`config.mk`:
```
export PLATFORM = sky130hd
export DESIGN_NAME = bdiv_seq_flat
export DESIGN_NICKNAME = d
export VERILOG_FILES = /design/src/rtl/bdiv_seq_if.sv /design/src/rtl/bdiv_seq.sv /design/src/flat_wrapper.sv
export SDC_FILE = /design/constraint.sdc
export NUM_CORES = 1
export LEC_CHECK = 0
export CAP_MARGIN = 30
export CORE_MARGIN = 2
export CORE_UTILIZATION = 35
export CTS_BUF_LIST = sky130_fd_sc_hd__clkbuf_8
export DETAILED_ROUTE_END_ITERATION = 8
export HOLD_SLACK_MARGIN = 0.05
export SLEW_MARGIN = 20
export SYNTH_ARGS = -nofsm -noshare
export SYNTH_HDL_FRONTEND = slang
export SYNTH_SLANG_ARGS = --single-unit
```
`constraint.sdc`:
```
create_clock -name clk -period 6.6 [get_ports clk]
set_input_delay 0.66 -clock clk [delete_from_list [all_inputs] [get_ports clk]]
set_output_delay 0.66 -clock clk [all_outputs]
set_load 0.01 [all_outputs]
```
`src/rtl/bdiv_seq_if.sv`:
```
`default_nettype none
// ============================================================================
//  Module      : bdiv_seq_if
//  Description : Operand/result handshake bundle for the sequential signed
//                divider. The operand side carries dividend/divisor with
//                in_valid/in_ready. The result side carries quotient,
//                remainder, dbz and ovf with out_valid/out_ready.
//                  master : producer of operands, consumer of results
//                  slave  : the divider itself
//  Parameters  : W - operand width (dividend is 2W bits)
//  Revision    : 1.0 - initial release
// ============================================================================
interface bdiv_seq_if #(
    parameter int W = 16
);
    logic             in_valid;
    logic             in_ready;
    logic [2*W-1:0]   dividend;
    logic [W-1:0]     divisor;
    logic             out_valid;
    logic             out_ready;
    logic [W-1:0]     quotient;
    logic [W-1:0]     remainder;
    logic             dbz;
    logic             ovf;

    modport master (
        output in_valid, dividend, divisor, out_ready,
        input  in_ready, out_valid, quotient, remainder, dbz, ovf
    );

    modport slave (
        input  in_valid, dividend, divisor, out_ready,
        output in_ready, out_valid, quotient, remainder, dbz, ovf
    );
endinterface
`default_nettype wire

```
`src/rtl/bdiv_seq.sv`:
```
`default_nettype none
// ============================================================================
//  Module      : bdiv_seq
//  Description : Sequential signed divider. A 2W-bit signed dividend is
//                divided by a W-bit signed divisor, giving a W-bit quotient
//                (truncated toward zero) and a W-bit remainder (sign of the
//                dividend, or zero). Magnitudes are divided by radix-2
//                restoring iteration, one quotient bit per clock, followed by
//                a sign-fix/saturation stage. Divide-by-zero and quotient
//                overflow produce saturated results with dbz/ovf flags.
//  Ports       : clk   - rising-edge clock
//                rst_n - synchronous active-low reset
//                bus   - bdiv_seq_if.slave (operand and result handshakes)
//  Option      : BDIV_EARLY_EXIT_EN - when defined, operations that are
//                already known to saturate (divide-by-zero or high-half
//                overflow) skip the full iteration sequence.
//  Revision    : 1.0 - initial release
// ============================================================================
module bdiv_seq #(
    parameter int W = 16
) (
    input  logic        clk,
    input  logic        rst_n,
    bdiv_seq_if.slave   bus
);

    localparam int CW = $clog2(W);

    localparam logic [1:0] S_IDLE = 2'd0;
    localparam logic [1:0] S_ITER = 2'd1;
    localparam logic [1:0] S_FIX  = 2'd2;
    localparam logic [1:0] S_DONE = 2'd3;

    localparam logic [CW-1:0] c_cnt_last = CW'(W - 1);
    localparam logic [CW-1:0] c_cnt_one  = CW'(1);
    localparam logic [W-1:0]  c_q_max    = {1'b0, {(W-1){1'b1}}};
    localparam logic [W-1:0]  c_q_min    = {1'b1, {(W-1){1'b0}}};

    logic [1:0]     r_state;
    logic [1:0]     w_state_nxt;

    logic [W-1:0]   r_rem;      // running partial remainder magnitude
    logic [W-1:0]   r_lo;       // dividend bits still to be shifted in
    logic [W-1:0]   r_dvs;      // divisor magnitude
    logic [W-1:0]   r_q;        // quotient magnitude being built
    logic [CW-1:0]  r_cnt;
    logic           r_sn;
    logic           r_sq;
    logic           r_dbz;
    logic           r_pre_ovf;

    logic [W-1:0]   r_quo;
    logic [W-1:0]   r_rmd;
    logic           r_dbz_o;
    logic           r_ovf_o;

    logic [2*W-1:0] w_dvd_mag;
    logic [W-1:0]   w_dvs_mag;
    logic           w_dbz_in;
    logic           w_pre_ovf_in;
    logic [W:0]     w_part;
    logic           w_ge;
    logic [W-1:0]   w_diff;
    logic           w_range_fail;
    logic [CW-1:0]  w_cnt_init;

    // Magnitudes: the most negative dividend/divisor still fit as unsigned.
    assign w_dvd_mag    = bus.dividend[2*W-1] ? -bus.dividend : bus.dividend;
    assign w_dvs_mag    = bus.divisor[W-1]    ? -bus.divisor  : bus.divisor;
    assign w_dbz_in     = (bus.divisor == '0);
    // If the high half already reaches the divisor, the quotient needs more
    // than W bits, so the result must saturate.
    assign w_pre_ovf_in = (w_dvd_mag[2*W-1:W] >= w_dvs_mag);

`ifdef BDIV_EARLY_EXIT_EN
    // A saturating operation makes a single pass through ITER with the
    // counter already at zero, so its result lands two edges after accept.
    assign w_cnt_init = (w_dbz_in | w_pre_ovf_in) ? '0 : c_cnt_last;
`else
    assign w_cnt_init = c_cnt_last;
`endif

    // One restoring step. When the high half is below the divisor the
    // partial remainder stays below 2*divisor, so the difference fits W bits.
    assign w_part = {r_rem, r_lo[W-1]};
    assign w_ge   = (w_part >= {1'b0, r_dvs});
    assign w_diff = w_part[W-1:0] - r_dvs;

    // Quotient magnitude outside the signed W-bit range for its sign.
    assign w_range_fail = r_sq ? (r_q[W-1] & (|r_q[W-2:0])) : r_q[W-1];

    // ------------------------------------------------------------------
    // State register
    // ------------------------------------------------------------------
    always_ff @(posedge clk) begin
        if (!rst_n) begin
            r_state <= S_IDLE;
        end else begin
            r_state <= w_state_nxt;
        end
    end

    // ------------------------------------------------------------------
    // Next-state logic
    // ------------------------------------------------------------------
    always_comb begin
        w_state_nxt = r_state;
        case (r_state)
            S_IDLE:  if (bus.in_valid)    w_state_nxt = S_ITER;
            S_ITER:  if (r_cnt == '0)     w_state_nxt = S_FIX;
            S_FIX:                        w_state_nxt = S_DONE;
            S_DONE:  if (bus.out_ready)   w_state_nxt = S_IDLE;
            default:                      w_state_nxt = S_IDLE;
        endcase
    end

    // ------------------------------------------------------------------
    // Output logic
    // ------------------------------------------------------------------
    always_comb begin
        bus.in_ready  = 1'b0;
        bus.out_valid = 1'b0;
        case (r_state)
            S_IDLE:  bus.in_ready  = 1'b1;
            S_DONE:  bus.out_valid = 1'b1;
            default: ;
        endcase
    end

    assign bus.quotient  = r_quo;
    assign bus.remainder = r_rmd;
    assign bus.dbz       = r_dbz_o;
    assign bus.ovf       = r_ovf_o;

    // ------------------------------------------------------------------
    // Datapath
    // ------------------------------------------------------------------
    always_ff @(posedge clk) begin
        if (!rst_n) begin
            r_rem     <= '0;
            r_lo      <= '0;
            r_dvs     <= '0;
            r_q       <= '0;
            r_cnt     <= '0;
            r_sn      <= 1'b0;
            r_sq      <= 1'b0;
            r_dbz     <= 1'b0;
            r_pre_ovf <= 1'b0;
            r_quo     <= '0;
            r_rmd     <= '0;
            r_dbz_o   <= 1'b0;
            r_ovf_o   <= 1'b0;
        end else begin
            case (r_state)
                S_IDLE: begin
                    if (bus.in_valid) begin
                        r_rem     <= w_dvd_mag[2*W-1:W];
                        r_lo      <= w_dvd_mag[W-1:0];
                        r_dvs     <= w_dvs_mag;
                        r_q       <= '0;
                        r_sn      <= bus.dividend[2*W-1];
                        r_sq      <= bus.dividend[2*W-1] ^ bus.divisor[W-1];
                        r_dbz     <= w_dbz_in;
                        r_pre_ovf <= w_pre_ovf_in;
                        r_cnt     <= w_cnt_init;
                    end
                end
                S_ITER: begin
                    r_rem <= w_ge ? w_diff : w_part[W-1:0];
                    r_lo  <= {r_lo[W-2:0], 1'b0};
                    r_q   <= {r_q[W-2:0], w_ge};
                    r_cnt <= r_cnt - c_cnt_one;
                end
                S_FIX: begin
                    if (r_dbz) begin
                        r_dbz_o <= 1'b1;
                        r_ovf_o <= 1'b0;
                        r_quo   <= r_sn ? c_q_min : c_q_max;
                        r_rmd   <= '0;
                    end else if (r_pre_ovf || w_range_fail) begin
                        r_dbz_o <= 1'b0;
                        r_ovf_o <= 1'b1;
                        r_quo   <= r_sq ? c_q_min : c_q_max;
                        r_rmd   <= '0;
                    end else begin
                        r_dbz_o <= 1'b0;
                        r_ovf_o <= 1'b0;
                        r_quo   <= r_sq ? -r_q : r_q;
                        r_rmd   <= r_sn ? -r_rem : r_rem;
                    end
                end
                default: ;
            endcase
        end
    end

endmodule
`default_nettype wire

```
`src/flat_wrapper.sv`:
```
// flat-port wrapper written by rule: the top's interface ports become plain ports
module bdiv_seq_flat 
#(
    parameter int W = 16
)
  (clk, rst_n, bus_in_valid, bus_dividend, bus_divisor, bus_out_ready, bus_in_ready, bus_out_valid, bus_quotient, bus_remainder, bus_dbz, bus_ovf);
  bdiv_seq_if #(.W(W)) bus_i ();
  input  logic clk;
  input  logic rst_n;
  input wire logic [$bits(bus_i.in_valid)-1:0] bus_in_valid;
  input wire logic [$bits(bus_i.dividend)-1:0] bus_dividend;
  input wire logic [$bits(bus_i.divisor)-1:0] bus_divisor;
  input wire logic [$bits(bus_i.out_ready)-1:0] bus_out_ready;
  output wire logic [$bits(bus_i.in_ready)-1:0] bus_in_ready;
  output wire logic [$bits(bus_i.out_valid)-1:0] bus_out_valid;
  output wire logic [$bits(bus_i.quotient)-1:0] bus_quotient;
  output wire logic [$bits(bus_i.remainder)-1:0] bus_remainder;
  output wire logic [$bits(bus_i.dbz)-1:0] bus_dbz;
  output wire logic [$bits(bus_i.ovf)-1:0] bus_ovf;
  assign bus_i.in_valid = bus_in_valid;
  assign bus_i.dividend = bus_dividend;
  assign bus_i.divisor = bus_divisor;
  assign bus_i.out_ready = bus_out_ready;
  assign bus_in_ready = bus_i.in_ready;
  assign bus_out_valid = bus_i.out_valid;
  assign bus_quotient = bus_i.quotient;
  assign bus_remainder = bus_i.remainder;
  assign bus_dbz = bus_i.dbz;
  assign bus_ovf = bus_i.ovf;
  bdiv_seq #(.W(W)) u_core (.clk(clk), .rst_n(rst_n), .bus(bus_i));
endmodule
```
Word-level counts from Yosys, hierarchy flattened. Index checks and enable logic that the tools add are counted.

Bitwise gates (word level): 2. Order comparisons: 2. $add $sub $neg: 6. Reduce and logical (&&, ||, !) cells: 9. Eq/ne operators: 6. Mux-type cells: 29.

Operator list (number): $mux W16 (13); $pmux W16 S2 (3); $neg A16 Y16 (3); $mux W32 (1); $neg A32 Y32 (1); $ge A17 B16 Y1 (1); $ge A16 B16 Y1 (1); $logic_not A16 Y1 (1); $sub A16 B16 Y16 (1); $reduce_or A15 Y1 (1); $pmux W2 S4 (1); $pmux W4 S2 (1); $mux W1 (6); $mux W2 (3); $eq A2 B2 Y1 const B (2); $logic_not A4 Y1 (1); $mux W4 (1); $ne A2 B2 Y1 const B (2); $reduce_and A2 Y1 (2); $sub A4 B1 Y4 const B (1); $reduce_and A3 Y1 (1); $eq A2 B1 Y1 const B (1); $logic_not A2 Y1 (1); $ne A2 B1 Y1 const B (1); 4 further kinds (4).

Output and inout bits: 36. Register bits: 108. Input port bits: 52. Logic and storage cells: 68.

Logic depth before layout (Yosys ltp). Gate-level depths: netlist of run 1.

Word-level depth: 6. Gate-level depth with buffers: 13. Gate-level depth less buffers: 13.

Least setup slack after synthesis of run 1. No wires, ideal clock.

Path kind: input to register. Start point: input port bus_dividend[8]. End point: register u_core.r_pre_ovf. Arrival time: 3465 ps. Slack: 3018 ps. Data required time: 6483 ps. Stages on the path: 12. Buffers on the path: 0. Setup time: 117 ps. Path through: or4_4 > or4b_4 > or3_4 > o31ai_4 > xnor2_1 > ha_1 > nand4_1 > nor2_1 > a211oi_1 > o211ai_1 > a31oi_1 > nor2_1.

Longest elaborated chain between the ends: 3.

RTL lines: start: declaration (RTL line flat_wrapper.sv:11) `input wire logic [$bits(bus_i.dividend)-1:0] bus_dividend;`; $neg A32 Y32 (RTL line bdiv_seq.sv:68) `assign w_dvd_mag = bus.dividend[2*W-1] ? -bus.dividend : bus.dividend;`; $mux W32 (RTL line bdiv_seq.sv:68); $ge A16 B16 Y1 (RTL line bdiv_seq.sv:73) `assign w_pre_ovf_in = (w_dvd_mag[2*W-1:W] >= w_dvs_mag);`; end signal: assignment (RTL line bdiv_seq.sv:164) `r_pre_ovf <= w_pre_ovf_in;`; end: declaration (RTL line bdiv_seq.sv:50) `logic r_pre_ovf;`.

Every way passes these cells. A chain may end at the register's enable or synchronous reset.

Worst setup path in the final report of run 1.
Start point: input port bus_dividend[6]. End point: register u_core.r_pre_ovf.

Same word-level chain as after synthesis.

==> out/results.tsv, run 1 <==
stage	metric	value	unit
outcome	outcome	finished clean	
pwr	Sw Pwr	0.00164	W
placed_design	Port Buffer Count	87	
grt	initial antenna violation count	0	
synthesis	Netlist cell types	67	
synthesis	Post-synth EDFFs	0	
floorplan	# IOs	88	
finish	antenna cells	0	
timing	Rel. slew slack	42.8	%
synthesis	largest area contributor in the netlist	dfxtp_1	
clock_network	clk_lat worst skew	0.39	ns
floorplan	Core ar.	20000	um2
pwr	Pwr per Cell Area	419	nW/um2
timing	Hold Fails Final Rpt	0	
timing	final number of setup-violating endpoints	0	
timing	Pins Over Slew Limit	0	
setup_path	critical path endpoint	u_core.r_pre_ovf	
floorplan	Initial Util	35.4	%
finish	Layout Nets	1057	
placed_design	routability cong.	0.908	
synthesis	part of the Yosys area used for sequential elements	30.4	%
detailed_routing	DRC viols	0	
setup_path	CP Launch Point	bus_dividend[6]	
clock_network	clk slew on worst S/H paths	0.11	ns
timing	Setup TNS	0	ns
clock_network	hold buffers post-CTS	0	
pwr	internal cell power	0.00190	W
timing	Slew @ Worst Pin	0.857	ns
placed_design	estimated wirelength of the detail-placed design	15400	um
grt	largest net degree at the start of global routing	41	
clock_network	CTS resizes	0	
floorplan	Die ar.	21400	um2
synthesis	top_reg_cell synth	dfxtp_1	
synthesis	Post-Syn Area	7100	um2
hold_path	hold path startpoint	u_core.r_lo[9]	
pwr	Clk pwr share	13.8	%
pwr	Leakage	3.11	nW
finish	Synth-to-Final Area Change	18.9	%
hold_path	HP Class	reg -> reg	
clock_network	H-tree levels	3	
detailed_routing	first-pass iteration count of the detailed router	5	
run	MaxCap Viol Count	0	
clock_network	CTS Root Cell	clkbuf_8	
setup_path	CP max stage delay	0.57	ns
setup_path	Worst EP required	6.89	ns
synthesis	Avg Cell Area, Syn	7.86	um2
setup_path	Critical Path End Type	flop	
setup_path	Worst path depth	13	
synthesis	syn_nets	997	
timing	crit share post-route	58.1	%
synthesis	Yosys warnings	0	
detailed_routing	DR iter-0 viols	397	
floorplan	Die Y	146	um
synthesis	synthesized instance count	903	
synthesis	Synth top area share	30.4	%
synthesis	fraction of registers with async set/reset	0	%
setup_path	Crit-path slowest cell	or4b_4	
setup_path	R2R cell count	7	
placed_design	pre-CTS WS	2.33	ns
timing	Final Skew	0.0161	ns
setup_path	r2r setup slk	3.39	ns
pwr	total power	0.00354	W
floorplan	DIE WIDTH	146	um
floorplan	row count	52	
timing	fmax	261	MHz
pwr	sequential group share of total power	28.4	%
setup_path	Worst Setup Path Type	in -> reg	
pwr	combinational cell fraction of total power	57.9	%
setup_path	reg-to-reg startpoint	u_core.r_q[7]	
synthesis	Synth area leaders	dfxtp_1 30%, ha_1 7.2%, o21ai_0 5.4%, nor2_1 5.2%, xnor2_1 5.2%	
setup_path	CP Launch Type	input pin	
clock_network	CTS tree	yes	
clock_network	CTS Buffer Depth	2	
finish	post-layout util	42.1	%
timing	RSZ-0062 raised after global routing	no	
setup_path	crit-path cells	clkdlybuf4s50_1, or4_4, or4b_4, or3_4, o41ai_4, xnor2_1, ha_1, nand4_1, nor2_1, a211oi_1, o211ai_1, a31oi_1, nor2_1	
grt	wire length of the first global-routing pass	32900	um
pwr	sw frac	46.3	%
setup_path	CP Data Arrival Time	4.12	ns
detailed_routing	post-detailed-route count of antenna-violating nets	0	
grt	gr ovfl total	0	
finish	share of layout cells above drive strength 1	4.65	%
hold_path	Worst Hold Depth	2	
detailed_routing	routed len/inst	16.3	um
synthesis	Yosys reg bits	108	
clock_network	CTS buffer count	9	
timing	Period minus WS final	3.83	ns
clock_network	Clock Sinks	108	
clock_network	Post-CTS Setup Bufs	0	
setup_path	most used cell, CP	nor2_1	
detailed_routing	Via density	5.34	
setup_path	Buf/Inv on CP	1	
setup_path	CP Max Fanout	5	
timing	final worst slack	2.77	ns
grt	number of global-route vias before repair	6133	
setup_path	CP top delay family	simple AND/OR/NAND/NOR gates	
detailed_routing	vias post-DR	6614	
pwr	maximum VDD drop	0.180	mV
detailed_routing	Total Wirelength	20200	um
grt	overall routing resource usage	18.8	%
setup_path	r2r endpoint	u_core.bus.quotient[2]	
## metal layers
layer | vias to the layer above | GRT usage, % | routed length [um]
li1 | 3370 | - | -
met1 | 3035 | 27.8 | 10200
met2 | 180 | 28.4 | 8420
met3 | 29 | 2.50 | 1140
met4 | 0 | 5.97 | 431
met5 | - | 0 | 0
## cell usage in the layout, fill, tap and decap left out, types with 22 or more instances in the layout
cell type and instances:
xor2_1 37, inv_1 40, o21ai_0 76, ha_1 41, clkdlybuf4s50_1 87, a21oi_1 62
dfxtp_1 108, xnor2_1 42, nor2_1 99, nand2_1 92, a22oi_1 22
## flip-flops by register name, summed over array words and instances, names as in the netlist, 2 cells and up
name and cells:
u_core.r_dvs 16, u_core.r_cnt 4, u_core.r_lo 16, u_core.bus.quotient 16, u_core.r_state 2, u_core.r_q 16
u_core.bus.remainder 16, u_core.r_rem 16
## worst min-delay path by stage
stage	to
floorplan	u_core.r_lo[15]
global placement	u_core.bus.remainder[13]
detailed placement	u_core.bus.remainder[9]
CTS	u_core.r_lo[7]
global route	u_core.r_lo[5]
finish	u_core.r_lo[9]
## cells in the mapped netlist (all sizes together) (4+ instances only)
library cell / number
nand4: 6
buf: 8
inv: 41
o211ai: 10
a22oi: 22
ha: 41
nor4: 5
o221ai: 9
or4: 12
nor3: 10
o41ai: 9
o21ai: 81
nand3: 13
nor4b: 4
a21oi: 62
or3: 9
nand2: 92
nor2: 99
dfxtp: 108
a211oi: 21
xnor2: 42
a21o: 7
mux2i: 13
xor2: 37
o31ai: 23
and2: 9
nor2b: 7
nand2b: 9
a31oi: 8
clkbuf: 39
## power groups by stage
| stage | Clock, W | Sequential (W) | Combinational (W) |
|---|---|---|---|
| after global routing | 0.000524 | 0.00103 | 0.00227 |
| final | 0.000487 | 0.00100 | 0.00205 |
| after detailed placement | 0 | 0.00101 | 0.00202 |
| after CTS | 0.000497 | 0.000998 | 0.00203 |
| after global placement | 0 | 0.00101 | 0.00202 |
| after floorplan | 0 | 0.000957 | 0.00149 |
## per-stage QoR
| stage | std cells | instance area [um2] | hold slack [ns] |
|---|---|---|---|
| global route | 1238 | 8440 | 0.476 |
| floorplan | 903 | 7100 | 0.432 |
| detailed placement | 1221 | 8190 | 0.442 |
| finish | 1238 | 8440 | 0.461 |
| CTS | 1237 | 8440 | 0.460 |
| global placement | 1221 | 8190 | 0.436 |
## worst min-delay path: stages, from the launching register on
cell,delay [ns]
dfxtp_1,0.33
nand2_1,0.05
a21oi_1,0.05
## cells by family (layout without fill, tap and decap cells)
family	count (synthesis)	after routing	share of synthesized area (%)
simple gates	287	287	19.0
compound gates	283	283	26.3
xor+xnor	79	79	9.74
flops	108	108	30.4
fa+ha+maj	42	42	7.51
mux	16	16	2.31
buf+inv	88	153	4.69
## area by class of cell
type	instances	area, um2
Clock buffer	11	151
Clock inverter	5	91.3
Fill cell	2108	11600
Inverter	41	154
Multi-Input combinational cell	707	4610
Sequential cell	108	2160
Tap cell	270	338
Timing Repair Buffer	96	938
Note: power is estimated with default switching activity, not from simulation.
==> run 2: changes to the inputs <==
- clock period: 6.6 -> 3.7 ns (I/O delays scaled with it)
==> out/results.tsv, run 2 (synthesized netlist as in run 1, its figures left out) <==
stage	metric	value	unit
outcome	outcome	finished clean	
grt	number of global-route vias before repair	6381	
floorplan	Die Y	146	um
detailed_routing	DRC viols	0	
timing	crit share post-route	92.6	%
finish	leading cell type in the layout, fill and taps excluded	dfxtp_1	
timing	final worst slack	0.275	ns
grt	wire length of the first global-routing pass	33600	um
hold_path	HP Class	reg -> reg	
detailed_routing	M1 WL	10400	um
grt	initial antenna violation count	0	
finish	commonest non-fill, non-tap cells in the layout	108 x dfxtp_1, 99 x nor2_1, 92 x nand2_1	
detailed_routing	DR WL met2	8530	um
setup_path	CP Data Arrival Time	3.71	ns
pwr	Leakage	3.33	nW
detailed_routing	vias post-DR	6846	
setup_path	CP Launch Type	input pin	
clock_network	hold buffers post-CTS	0	
pwr	combinational cell fraction of total power	59.1	%
pwr	internal cell power	0.00341	W
floorplan	# IOs	88	
pwr	Clk pwr share	13.1	%
pwr	Sw Pwr	0.00290	W
setup_path	r2r endpoint	u_core.r_rem[1]	
clock_network	CTS resizes	0	
finish	share of layout cells above drive strength 1	9.33	%
setup_path	CP Max Fanout	4	
setup_path	Worst EP required	3.99	ns
clock_network	CTS tree	yes	
setup_path	Critical Path End Type	flop	
clock_network	H-tree levels	3	
clock_network	clk slew on worst S/H paths	0.10	ns
detailed_routing	routed len/inst	15.7	um
detailed_routing	first-pass iteration count of the detailed router	5	
timing	RSZ-0062 raised after global routing	no	
floorplan	DIE WIDTH	146	um
setup_path	Worst Setup Path Type	in -> reg	
detailed_routing	DR iter-0 viols	442	
finish	Layout Nets	1107	
placed_design	routability cong.	0.898	
finish	antenna cells	0	
setup_path	r2r setup slk	0.60	ns
placed_design	Port Buffer Count	87	
pwr	maximum VDD drop	0.351	mV
timing	Final Skew	0.0105	ns
detailed_routing	post-detailed-route count of antenna-violating nets	0	
pwr	sw frac	46.0	%
run	MaxCap Viol Count	0	
clock_network	Post-CTS Setup Bufs	0	
clock_network	CTS Root Cell	clkbuf_8	
grt	overall routing resource usage	19.1	%
pwr	Pwr per Cell Area	716	nW/um2
timing	Rel. slew slack	38.3	%
floorplan	Die ar.	21400	um2
clock_network	CTS buffer count	9	
finish	Synth-to-Final Area Change	24.0	%
detailed_routing	top routing layer in use	met4	
detailed_routing	Total Wirelength	20200	um
timing	hold slack final	0.461	ns
floorplan	row count	52	
placed_design	estimated wirelength of the detail-placed design	15700	um
timing	fmax	292	MHz
timing	Pins Over Slew Limit	0	
timing	Period minus WS final	3.42	ns
pwr	sequential group share of total power	27.7	%
timing	final number of setup-violating endpoints	0	
detailed_routing	Via density	5.32	
timing	Hold Fails Final Rpt	0	
floorplan	Core ar.	20000	um2
placed_design	pre-CTS WS	-0.139	ns
clock_network	clk_lat worst skew	0.40	ns
setup_path	reg-to-reg startpoint	u_core.r_rem[9]	
clock_network	CTS Buffer Depth	2	
grt	gr ovfl total	0	
grt	largest net degree at the start of global routing	35	
timing	Slew @ Worst Pin	0.926	ns
setup_path	R2R cell count	8	
detailed_routing	WL met3	977	um
floorplan	Initial Util	35.4	%
clock_network	Clock Sinks	108	
timing	Setup TNS	0	ns
setup_path	critical path endpoint	u_core.r_pre_ovf	
setup_path	CP Launch Point	bus_dividend[8]	
==> run 2: cell types whose count changed in the layout (fill, tap and decap cells not counted) <==
| cell | delta |
|---|---|
| clkbuf_4 | -1 |
| clkinv_2 | +1 |
| buf_4 | +50 |
| buf_6 | +1 |
| clkinvlp_4 | +2 |
| inv_8 | -1 |
| clkbuf_8 | -2 |
==> run 2: layout make-up <==
type	instances	area (um2)
clock buffers	9	124
clock inverters	7	100
fillers	2073	11200
inverters	41	154
multi-input cells	707	4610
flip-flops and latches	108	2160
well taps	270	338
repair buffers	146	1320
==> run 2: worst min path at each step <==
| stage | startpoint | endpoint | slack (ns) | cells past startpoint |
|---|---|---|---|---|
| 2_1_floorplan | u_core.r_lo[15] | u_core.r_lo[15] | 0.43 | 2 |
| 4_1_cts | u_core.r_lo[7] | u_core.r_lo[7] | 0.46 | 2 |
| 6_report | u_core.r_lo[7] | u_core.r_lo[7] | 0.46 | 2 |
| 5_1_grt | u_core.r_lo[2] | u_core.r_lo[2] | 0.48 | 2 |
| 3_3_place_gp | u_core.bus.remainder[14] | u_core.bus.remainder[14] | 0.44 | 2 |
| 3_5_place_dp | u_core.bus.remainder[14] | u_core.bus.remainder[14] | 0.44 | 2 |
==> run 2: worst max-delay path, cell delays in order <==
cell             delay [ns]
clkdlybuf4s50_1        0.42
or4_4                  0.56
or4b_4                 0.55
or3_4                  0.43
o31ai_4                0.24
xnor2_1                0.16
ha_1                   0.26
nand4_1                0.11
nor2_1                 0.07
a211oi_1               0.22
o211ai_1               0.12
a31oi_1                0.15
nor2_1                 0.05
==> run 2: through the flow <==
step                std cells  utilization (%)  total power, W  area [um2]
detailed placement       1271             42.8         0.00543        8570
CTS                      1287             43.9         0.00626        8790
global route             1288             43.9         0.00684        8800
finish                   1288             43.9         0.00630        8800
global placement         1271             42.8         0.00540        8570
floorplan                 903                -         0.00437        7100
==> run 2: layer usage <==
| layer | GRT usage (%) | vias to the layer above |
|---|---|---|
| met2 | 28.8 | 189 |
| met3 | 1.78 | 24 |
| li1 | - | 3480 |
| met4 | 5.05 | 0 |
| met5 | 0 | - |
| met1 | 29.1 | 3153 |
==> run 2: power by group through the flow <==
stage / combinational (W) / clock, W / sequential (W)
6_report: 0.00373 / 0.000827 / 0.00175
5_1_grt: 0.00416 / 0.000889 / 0.00179
4_1_cts: 0.00368 / 0.000842 / 0.00174
3_5_place_dp: 0.00366 / 0 / 0.00177
3_3_place_gp: 0.00364 / 0 / 0.00176
2_1_floorplan: 0.00267 / 0 / 0.00171
==> run 3: changes to the inputs <==
- GPL_ROUTABILITY_DRIVEN: default -> 0
==> out/results.tsv, run 3 (synthesized netlist as in run 1, its figures left out) <==
stage	metric	value	unit
detailed_routing	post-detailed-route count of antenna-violating nets	0	
timing	Setup TNS	0	ns
grt	number of global-route vias before repair	6101	
detailed_routing	DR iter-0 viols	483	
run	MaxCap Viol Count	0	
clock_network	hold buffers post-CTS	0	
grt	overall routing resource usage	18.8	%
pwr	Sw Pwr	0.00286	W
detailed_routing	DRC viols	0	
grt	wire length of the first global-routing pass	32600	um
pwr	combinational cell fraction of total power	59.2	%
clock_network	CTS tree	yes	
finish	commonest non-fill, non-tap cells in the layout	108 x dfxtp_1, 99 x nor2_1, 92 x nand2_1	
timing	Slew @ Worst Pin	0.953	ns
placed_design	estimated wirelength of the detail-placed design	15700	um
timing	Rel. slew slack	36.4	%
finish	Synth-to-Final Area Change	23.5	%
floorplan	Die Y	146	um
clock_network	Post-CTS Setup Bufs	0	
detailed_routing	routed len/inst	15.8	um
detailed_routing	Total Wirelength	20300	um
setup_path	Buf/Inv on CP	1	
grt	largest net degree at the start of global routing	34	
detailed_routing	Via density	5.28	
pwr	maximum VDD drop	0.341	mV
setup_path	CP Launch Type	input pin	
finish	leading cell type in the layout, fill and taps excluded	dfxtp_1	
setup_path	Critical Path End Type	flop	
setup_path	r2r setup slk	0.65	ns
setup_path	CP Max Fanout	4	
floorplan	Initial Util	35.4	%
finish	antenna cells	0	
setup_path	CP top delay family	simple AND/OR/NAND/NOR gates	
pwr	Clk pwr share	12.8	%
finish	Finished Layout Cells	1285	
hold_path	HP Class	reg -> reg	
clock_network	CTS buffer count	9	
setup_path	Worst EP required	3.98	ns
outcome	outcome	finished clean	
clock_network	CTS resizes	0	
clock_network	clk slew on worst S/H paths	0.11	ns
setup_path	most used cell, CP	nor2_1	
floorplan	DIE WIDTH	146	um
clock_network	Clock Sinks	108	
setup_path	Worst Setup Path Type	in -> reg	
timing	Period minus WS final	3.53	ns
floorplan	Core ar.	20000	um2
setup_path	critical path endpoint	u_core.r_pre_ovf	
setup_path	Crit-path slowest cell	or4_4	
clock_network	CTS Root Cell	clkbuf_8	
clock_network	clk_lat worst skew	0.39	ns
floorplan	row count	52	
setup_path	CP Launch Point	bus_dividend[8]	
finish	post-layout util	43.8	%
finish	share of layout cells above drive strength 1	8.87	%
placed_design	Port Buffer Count	87	
pwr	sw frac	45.8	%
setup_path	Worst path depth	13	
timing	RSZ-0062 raised after global routing	no	
setup_path	CP max stage delay	0.56	ns
pwr	Leakage	3.33	nW
setup_path	R2R cell count	8	
setup_path	CP Data Arrival Time	3.81	ns
setup_path	reg-to-reg startpoint	u_core.r_rem[9]	
pwr	Pwr per Cell Area	713	nW/um2
timing	hold slack final	0.457	ns
grt	initial antenna violation count	0	
timing	fmax	283	MHz
pwr	internal cell power	0.00338	W
timing	final number of setup-violating endpoints	0	
pwr	sequential group share of total power	28.0	%
detailed_routing	first-pass iteration count of the detailed router	4	
clock_network	CTS Buffer Depth	2	
setup_path	crit-path cells	clkdlybuf4s50_1, or4_4, or4b_4, or3_4, o31ai_4, xnor2_1, ha_1, nand4_1, nor2_1, a211oi_1, o211ai_1, a31oi_1, nor2_1	
timing	Pins Over Slew Limit	0	
detailed_routing	vias post-DR	6779	
grt	gr ovfl total	0	
setup_path	r2r endpoint	u_core.r_rem[1]	
clock_network	H-tree levels	3	
timing	Hold Fails Final Rpt	0	
timing	Final Skew	0.0108	ns
floorplan	Die ar.	21400	um2
finish	Layout Nets	1104	
floorplan	# IOs	88	
timing	crit share post-route	95.5	%
placed_design	Cells after DPL	1269	
-- run 3: cell count changes in the layout (fill, tap and decap cells not counted) --
cell	delta
inv_8	-1
inv_6	+2
inv_1	+2
buf_6	-1
clkinvlp_4	-2
buf_4	-2
clkinv_4	-1
-- run 3: cell type report --
class	instances	area (um2)
Inverter	41	154
Clock buffer	9	124
Fill cell	2095	11300
Multi-Input combinational cell	707	4610
Timing Repair Buffer	143	1290
Clock inverter	7	90.1
Tap cell	270	338
Sequential cell	108	2160
-- run 3: tightest hold or removal path: cells and delay by family (launching register included) --
family	cells	cell delay (ns)
AND/OR/NAND/NOR	1	0.05
AO/OA/AOI/OAI	1	0.05
flip-flops	1	0.32
-- run 3: power groups by stage --
stage / clock network (W) / logic (W) / registers (W)
4_1_cts: 0.000816 / 0.00367 / 0.00174
2_1_floorplan: 0 / 0.00267 / 0.00171
5_1_grt: 0.000869 / 0.00411 / 0.00179
3_5_place_dp: 0 / 0.00365 / 0.00177
3_3_place_gp: 0 / 0.00363 / 0.00176
6_report: 0.000799 / 0.00370 / 0.00175
-- run 3: routing by layer --
metal	routed length, um	track usage (%)	part of all wire [%]
met4	175	4.51	0.86
met5	0	0	0
met2	8570	28.3	42
met3	893	2.44	4.4
met1	10600	28.4	52
-- run 3: worst min path at each step --
stage | startpoint | endpoint | slack [ns] | depth (start not counted)
2_1_floorplan | u_core.r_lo[15] | u_core.r_lo[15] | 0.43 | 2
3_3_place_gp | u_core.bus.remainder[13] | u_core.bus.remainder[13] | 0.44 | 2
3_5_place_dp | u_core.r_lo[2] | u_core.r_lo[2] | 0.44 | 2
4_1_cts | u_core.r_lo[2] | u_core.r_lo[2] | 0.46 | 2
5_1_grt | u_core.r_lo[2] | u_core.r_lo[2] | 0.47 | 2
6_report | u_core.r_lo[5] | u_core.r_lo[5] | 0.46 | 2
-- run 3: stage by stage --
step / setup slack (ns) / total power [W] / cell area (um2)
after global routing: 0.0506 / 0.00677 / 8770
after global placement: -0.131 / 0.00539 / 8550
after detailed placement: -0.228 / 0.00542 / 8550
final: 0.167 / 0.00625 / 8770
after CTS: 0.187 / 0.00623 / 8770
after floorplan: 0.408 / 0.00437 / 7100
